`src/rtl/lector_temperatura.sv`:
```
// Periodic 3-wire serial ADC reader with threshold/hysteresis fan and alarm flags.
// Optional 4-sample moving average of the reading when PROMEDIO_EN is defined.
module lector_temperatura #(
  parameter int         DIV           = 4,
  parameter int         PERIODO       = 1000,
  parameter logic [7:0] UMBRAL_VENT   = 8'd30,
  parameter logic [7:0] UMBRAL_ALARMA = 8'd45,
  parameter logic [7:0] HIST          = 8'd2
) (
  input  logic       clk,
  input  logic       rst,
  input  logic       en,
  input  logic       adc_sdata,
  output logic       adc_cs_n,
  output logic       adc_sclk,
  output logic [7:0] temp,
  output logic       ac_ventilador,
  output logic       ac_alarma,
  output logic       lectura,
  output logic [1:0] estado_lector
);

  localparam int DIV_W = (DIV > 1) ? $clog2(DIV) : 1;
  localparam int ESP_W = $clog2(PERIODO + 1);
  localparam logic [DIV_W-1:0] DIV_FIN   = DIV_W'(DIV - 1);
  localparam logic [ESP_W-1:0] ESP_CARGA = ESP_W'(PERIODO);

  typedef enum logic [1:0] {
    IDLE   = 2'd0,
    CONV   = 2'd1,
    FIN    = 2'd2,
    ESPERA = 2'd3
  } estado_t;

  estado_t          estado_q, estado_d;
  logic [DIV_W-1:0] div_q, div_d;
  logic [3:0]       flanco_q, flanco_d;
  logic [ESP_W-1:0] esp_q, esp_d;
  logic [15:0]      shift_q, shift_d;
  logic             cs_n_q, cs_n_d;
  logic             sclk_q, sclk_d;
  logic             lect_q, lect_d;
  logic [7:0]       temp_q, temp_d;
  logic             vent_q, vent_d;
  logic             alarma_q, alarma_d;
  logic             conmuta;
  logic             fin_entrada;
  logic [7:0]       muestra;
  logic [7:0]       valor;
  logic             unused_msb;

  // A saturated clear level of 0 can never be undercut, so the flag latches.
  function automatic logic [7:0] nivel_borrado(input logic [7:0] umbral);
    logic [7:0] nivel;
    nivel = (umbral >= HIST) ? (umbral - HIST) : 8'd0;
    return nivel;
  endfunction

  function automatic logic histeresis(input logic flag, input logic [7:0] t,
                                      input logic [7:0] umbral);
    logic r;
    if (t >= umbral)                     r = 1'b1;
    else if (t < nivel_borrado(umbral))  r = 1'b0;
    else                                 r = flag;
    return r;
  endfunction

  // Bit 15 only ever holds a leading zero of the ADC frame.
  assign unused_msb = shift_q[15];

  // ---- next-state logic ----
  always_comb begin
    estado_d = estado_q;
    div_d    = div_q;
    flanco_d = flanco_q;
    esp_d    = esp_q;
    shift_d  = shift_q;
    conmuta  = 1'b0;
    case (estado_q)
      IDLE: begin
        if (en) begin
          estado_d = CONV;
          div_d    = '0;
          flanco_d = '0;
          shift_d  = '0;
        end
      end
      CONV: begin
        if (!en) begin
          estado_d = IDLE;
        end else if (div_q == DIV_FIN) begin
          div_d   = '0;
          conmuta = 1'b1;
          if (!sclk_q) begin
            shift_d  = {shift_q[14:0], adc_sdata};
            flanco_d = flanco_q + 4'd1;
            if (flanco_q == 4'd15) estado_d = FIN;
          end
        end else begin
          div_d = div_q + DIV_W'(1);
        end
      end
      FIN: begin
        if (!en) begin
          estado_d = IDLE;
        end else begin
          estado_d = ESPERA;
          esp_d    = ESP_CARGA;
        end
      end
      ESPERA: begin
        if (!en) begin
          estado_d = IDLE;
        end else if (esp_q <= ESP_W'(1)) begin
          esp_d    = '0;
          estado_d = CONV;
          div_d    = '0;
          flanco_d = '0;
          shift_d  = '0;
        end else begin
          esp_d = esp_q - ESP_W'(1);
        end
      end
      default: estado_d = IDLE;
    endcase
  end

  assign fin_entrada = (estado_q == CONV) && (estado_d == FIN);
  assign muestra     = shift_d[12:5];

`ifdef PROMEDIO_EN
  logic [3:0][7:0] ventana_q, ventana_d;
  logic            primero_q;
  logic [9:0]      suma;

  function automatic logic [7:0] promedio(input logic [9:0] s);
    return s[9:2];
  endfunction

  // The first frame after reset seeds the whole window.
  always_comb begin
    if (primero_q) begin
      ventana_d = {4{muestra}};
    end else begin
      ventana_d = {ventana_q[2:0], muestra};
    end
    suma  = {2'b00, ventana_d[0]} + {2'b00, ventana_d[1]}
          + {2'b00, ventana_d[2]} + {2'b00, ventana_d[3]};
    valor = promedio(suma);
  end

  always_ff @(posedge clk) begin
    if (rst)              primero_q <= 1'b1;
    else if (fin_entrada) primero_q <= 1'b0;
  end

  always_ff @(posedge clk) begin
    if (fin_entrada && !rst) ventana_q <= ventana_d;
  end
`else
  assign valor = muestra;
`endif

  // ---- registered output values ----
  always_comb begin
    cs_n_d   = (estado_d != CONV);
    sclk_d   = (estado_d == CONV) ? (sclk_q ^ conmuta) : 1'b1;
    lect_d   = (estado_d == FIN);
    temp_d   = temp_q;
    vent_d   = vent_q;
    alarma_d = alarma_q;
    if (fin_entrada) begin
      temp_d   = valor;
      vent_d   = histeresis(vent_q, valor, UMBRAL_VENT);
      alarma_d = histeresis(alarma_q, valor, UMBRAL_ALARMA);
    end
  end

  // ---- state register ----
  always_ff @(posedge clk) begin
    if (rst) begin
      estado_q <= IDLE;
      div_q    <= '0;
      flanco_q <= '0;
      esp_q    <= '0;
      cs_n_q   <= 1'b1;
      sclk_q   <= 1'b1;
      lect_q   <= 1'b0;
      temp_q   <= '0;
      vent_q   <= 1'b0;
      alarma_q <= 1'b0;
    end else begin
      estado_q <= estado_d;
      div_q    <= div_d;
      flanco_q <= flanco_d;
      esp_q    <= esp_d;
      cs_n_q   <= cs_n_d;
      sclk_q   <= sclk_d;
      lect_q   <= lect_d;
      temp_q   <= temp_d;
      vent_q   <= vent_d;
      alarma_q <= alarma_d;
    end
  end

  always_ff @(posedge clk) begin
    shift_q <= shift_d;
  end

  assign adc_cs_n      = cs_n_q;
  assign adc_sclk      = sclk_q;
  assign temp          = temp_q;
  assign ac_ventilador = vent_q;
  assign ac_alarma     = alarma_q;
  assign lectura       = lect_q;
  assign estado_lector = estado_q;

endmodule

```
`config.mk`:
```
export PLATFORM = sky130hd
export DESIGN_NAME = lector_temperatura
export DESIGN_NICKNAME = d
export VERILOG_FILES = /design/src/rtl/lector_temperatura.sv
export SDC_FILE = /design/constraint.sdc
export NUM_CORES = 1
export LEC_CHECK = 0
export BUFFER_PORTS_ARGS = -buffer_cell sky130_fd_sc_hd__buf_2
export CAP_MARGIN = 20
export CORE_ASPECT_RATIO = 1.4
export CORE_UTILIZATION = 34
export DETAILED_ROUTE_END_ITERATION = 6
export GPL_TIMING_DRIVEN = 0
export SLEW_MARGIN = 0
export SYNTH_ARGS = -nofsm -noshare
export SYNTH_HDL_FRONTEND = slang
export SYNTH_SLANG_ARGS = --single-unit
```
`constraint.sdc`:
```
create_clock -name clk -period 5.7 [get_ports clk]
set_input_delay 0.57 -clock clk [delete_from_list [all_inputs] [get_ports clk]]
set_output_delay 0.57 -clock clk [all_outputs]
set_load 0.05 [all_outputs]
```
# == Word-level counts from Yosys, hierarchy flattened ==
# Index checks and enable logic that the tools add are counted.
# word_totals
elab_cells,89
out_inout_bits,15
input_bits,4
regBits,44
# op_classes
bitwise,2
magnitude_cmp,5
eq_ne,15
n_addsub,3
reduce_logical,12
n_mux,40
# op_table
operator,n
$mux W13,6
$pmux W13 S3,1
$mux W10,3
$mux W2,13
$mux W4,6
$pmux W10 S2,1
$ne A2 B2 Y1 const B,7
$pmux W4 S3,1
$le A10 B1 Y1 const B,1
$sub A10 B1 Y10 const B,1
$eq A2 B2 Y1 const B,4
$ge A8 B5 Y1 const B,1
$ge A8 B6 Y1 const B,1
$lt A8 B5 Y1 const B,1
$lt A8 B6 Y1 const B,1
$pmux W2 S4,1
$mux W1,7
$reduce_and A7 Y1,1
$pmux W2 S3,1
$reduce_bool A2 Y1,3
$reduce_and A5 Y1,1
$add A4 B1 Y4 const B,1
$eq A2 B1 Y1 const B,2
$eq A4 B4 Y1 const B,1
10 further kinds,11

# == Depth between registers and ports, before layout ==
# logic_depth
depth_word,9
mapped_depth,9
ltp_nobuf,9

# == Least setup slack after synthesis ==
# Ideal clock, no wire load.
# synth_path
path_kind,register to register
startpoint,"reg estado_q[0], in the netlist estado_lector[0]"
endpoint,"reg alarma_q, in the netlist ac_alarma"
synth_period_minus_slack_ns,2.172
arrival_time_ns,2.102
setup_ns,0.070
setup_slack_ns,3.528
n_path_buf,0
required_ns,5.630
stages_incl_launch_ff,7
cell_sequence,dfxtp_1 > nand2b_1 > or2_2 > nor2_1 > a22oi_1 > a31o_1 > a21oi_1
# synth_between
elab_chain_len,8
word_cells_on_any_way,20
cone_classes,order compare: 2; eq/ne: 4; mux: 10; reduce/logical: 4
# synth_rtl
item,line,rtl
from (decl),35,"estado_t estado_q, estado_d;"
from (signal assigned),193,estado_q <= estado_d;
branches (longest 8 deep; another with $ge A8 B6 Y1),--,
to (signal assigned),202,alarma_q <= alarma_d;
to (decl),45,"logic alarma_q, alarma_d;"
# Several ways; the timed one is not identified.
# A chain may end at the register's enable or synchronous reset.

# == Worst setup path after layout ==
# layout_path
startpoint,reg esp_q[0]
endpoint,"reg vent_q, in the netlist ac_ventilador"
# layout_between
elab_chain_len,7
word_cells_on_any_way,14
cone_classes,order compare: 3; eq/ne: 1; mux: 7; reduce/logical: 3
# layout_rtl
item,line,rtl
from (decl),38,"logic [ESP_W-1:0] esp_q, esp_d;"
from (signal assigned),196,esp_q <= esp_d;
$le A10 B1 Y1 *,114,end else if (esp_q <= ESP_W'(1)) begin
$mux W13 or $mux W2 (tied branches),114,
$mux W13 or $mux W2 (tied branches),112,if (!en) begin
$pmux W13 S3 or $pmux W2 S4 (tied branches),79,case (estado_q)
$ge A8 B5 Y1 (tied with other cells),62,if (t >= umbral) r = 1'b1;
$reduce_bool A2 Y1 (no line) or $logic_and A1 B1 Y1 (tied branches),--,
$reduce_and A2 Y1 (no line),--,
to (signal assigned),201,vent_q <= vent_d;
to (decl),44,"logic vent_q, vent_d;"
# Mark *: on every way between the ends. The rest lies on a longest branch, timed or not. The select of a mux whose other input is x is not followed.

==> qor.yml <==
status: "finished clean"
cts_resized: 0
fin_skew_ps: 12.0
dpl_cell_area_um2: 2310
cp_cell_sequence: "inv_1, ha_1, o21bai_1, nor3_2, buf_2, a31oi_1, a221o_1, a21oi_1, a311oi_1"
yosys_register_bits: 44
grtUsageTotal_pct: 15.2
cts_sinks: 44
path_delay_family: "compound AO/OA/AOI/OAI gates"
portBuffers: 16
crit_required_ps: 5900
crit_path_start_kind: "flop"
final-hold-violation-count: 0
cts_buffers: 5
core_um2: 5990
cellLeakagePower_nw: 0.934
setup_viol: 0
ioPinCount: 19
r2r_slack_ps: 3310
worstMarginPinSlew_ps: 565
ctsRootBufferMaster: "clkbuf_8"
slew_violations: 0
drtAntennaViolNets: 0
viasPerCell: 5.31
worst_slack_ps: 3310
hold-path-cell-count: 2
hp-start: "esp_q[8]$_SDFFE_PP0P_"
cap_viol_max_count: 0
hpwl_mm: 3.32
cts.hold.buffers_added: 0
path_clk_slew_ps: 90
power.total_mw: 0.580
start_util_pct: 35.8
die_h_um: 96.0
path_buf_inv: 2
clock_path_buffers: 2
yosys.cell_types.count: 53
ys.flop_type: "dfxtp_1"
cp-end-kind: "flop"
tritoncts: "done"
hold_path_class: "reg -> reg"
rr_endpoint: "ac_ventilador$_SDFFE_PP0P_"
grt_pass1_vias: 1734
slew_headroom_pct: 62.4
max_stage_delay_ps: 480
insertedDiodeCount: 0
yosysWarningCount: 0
hold_end: "esp_q[8]$_SDFFE_PP0P_"
pre_cts_ws_ps: 3330
fin_crit_ps: 2390
grt_pass1_wl_mm: 8.17
synth_nets: 238
rows: 33
vias: 1720
postSynth.asyncResetShare_pct: 0
drc: 0
finalCritPeriodShare_pct: 41.9
wl_mm: 4.67
drive_above_1_share_pct: 18.1
worstPathArrival_ps: 2590
nets: 261
synth_cells: 230
worstSetupPathType: "reg -> reg"
routedWlPerCell_um: 14.4
dieWidth_um: 69.1
r2r-start: "esp_q[0]$_SDFFE_PP0P_"
yosysSeqAreaShare_pct: 43.4
final_util_pct: 40.6
stdcell_area_um2: 2430
dr.pass1.iters: 4
cts_setup_buffers: 0
clkLatencyLatePin_ps: 290
reg2reg_depth: 9
cp_slowest_cell: "o21bai_1"
synth-edff-count: 5
antenna_found_initial: 0
h-tree-depth: 2
grt_max_degree: 14
peakVddDrop_v: 0.000167
rsz0062_at_grt: "false"
syn_area_um2: 2140
syn_avg_cell_area_um2: 9.32
gp_congestion: 0.812
area_growth_pct: 13.5
p_per_area_nw_per_um2: 238
tns_ps: 0
overflow: 0
crit_fanout: 10
die_area_um2: 6630
max_freq_mhz: 419
drtIter0Drc: 81
## state kept, by name, summed over array words and instances, names as in the netlist
name and flops:
ac_alarma 1, ac_ventilador 1, adc_cs_n 1, adc_sclk 1, div_q 2, esp_q 10, estado_lector 2, flanco_q 4
lectura 1, shift_q 13, temp 8
## worst register-to-register path, cell delays in order (launching register included)
cell and delay, ps:
dfxtp_1 440, inv_1 70, ha_1 260, o21bai_1 480, nor3_2 110, buf_2 200, a31oi_1 280, a221o_1 160
a21oi_1 40, a311oi_1 250
## cell usage in the layout, fill, tap and decap left out, drive strengths merged, types with 2 or more instances in the layout
cell	Yosys	routed
nand4	2	2
and3	6	6
ha	4	4
nand2b	7	7
mux2i	7	7
a21oi	19	19
o21a	2	2
dfxtp	39	39
o21ai	14	14
a211oi	2	2
nor2	39	39
inv	7	7
o2bb2ai	2	2
buf	6	22
o41ai	3	3
or3	7	7
or2	2	2
nor3	9	9
a22oi	10	10
nand2	10	10
clkbuf	5	13
or4	2	2
a22o	4	4
nand3	3	3
edfxtp	5	5
## power by group
| group | total (mW) | internal, mW | switching [mW] |
|---|---|---|---|
| combinational | 0.0221 | 0.00520 | 0.0169 |
| sequential | 0.317 | 0.315 | 0.00151 |
| clock | 0.241 | 0.137 | 0.104 |
| total | 0.580 | 0.457 | 0.123 |
## cell usage after synthesis (2+ instances only)
cell,count,area (um2)
o41ai_1,2,17.5
a22oi_1,10,75.1
a211oi_1,2,15.0
nor2_1,37,139
or3_1,6,37.5
edfxtp_1,5,150
a22o_1,4,35.0
nand2b_1,6,37.5
and3_1,5,31.3
buf_6,4,45.0
o21a_1,2,15.0
nand3_1,3,15.0
ha_1,4,50.1
clkbuf_1,4,15.0
nand4_1,2,12.5
mux2i_1,7,70.1
o21ai_0,13,65.1
nor3_1,8,40.0
dfxtp_1,39,781
inv_1,7,26.3
nand2_1,9,33.8
buf_2,2,10.0
a21oi_1,19,95.1
## cell type report
cell class                      instances  area [um2]
Inverter                                7        26.3
Clock buffer                            8         121
Tap cell                               70        87.6
Timing Repair Buffer                   16        80.1
Buffer                                 11        83.8
Sequential cell                        44         931
Multi-Input combinational cell        168        1100
Fill cell                             597        3550
## worst max-delay path by stage
stage                     slack (ps)  depth (start not counted)                   startpoint                         end
after floorplan                 3530                          6  estado_lector[0]$_SDFF_PP0_      ac_alarma$_SDFFE_PP0P_
after global placement          3350                          7                           en      ac_alarma$_SDFFE_PP0P_
after detailed placement        3330                          7                           en      ac_alarma$_SDFFE_PP0P_
after CTS                       3320                          8        esp_q[0]$_SDFFE_PP0P_      ac_alarma$_SDFFE_PP0P_
after global routing            3150                          9        esp_q[0]$_SDFFE_PP0P_  ac_ventilador$_SDFFE_PP0P_
final                           3310                          9        esp_q[0]$_SDFFE_PP0P_  ac_ventilador$_SDFFE_PP0P_
## layer usage
metal	routed length (um)	track usage (%)	part of all wire (%)
met2	2370	28.0	51
met5	0	0	0
met3	123	2.30	2.6
met1	2110	17.8	45
met4	57	5.61	1.2
## cells by family (layout without fill, tap and decap cells)
logic type | count (synthesis) | after routing | share of synthesized area [%]
AND/OR/NAND/NOR | 92 | 92 | 23.9
buffers and inverters | 18 | 42 | 5.13
adder cells (fa/ha/maj) | 4 | 4 | 2.33
multiplexers | 7 | 7 | 3.27
AO/OA/AOI/OAI | 65 | 65 | 22.0
flip-flops | 44 | 44 | 43.4
## per-stage QoR
stage | hold slack, ps | cells
final | 485 | 324
after global routing | 502 | 324
after CTS | 493 | 324
after detailed placement | 472 | 316
after global placement | 460 | 316
after floorplan | 447 | 230
No activity file was read; power rests on OpenSTA's default activity.
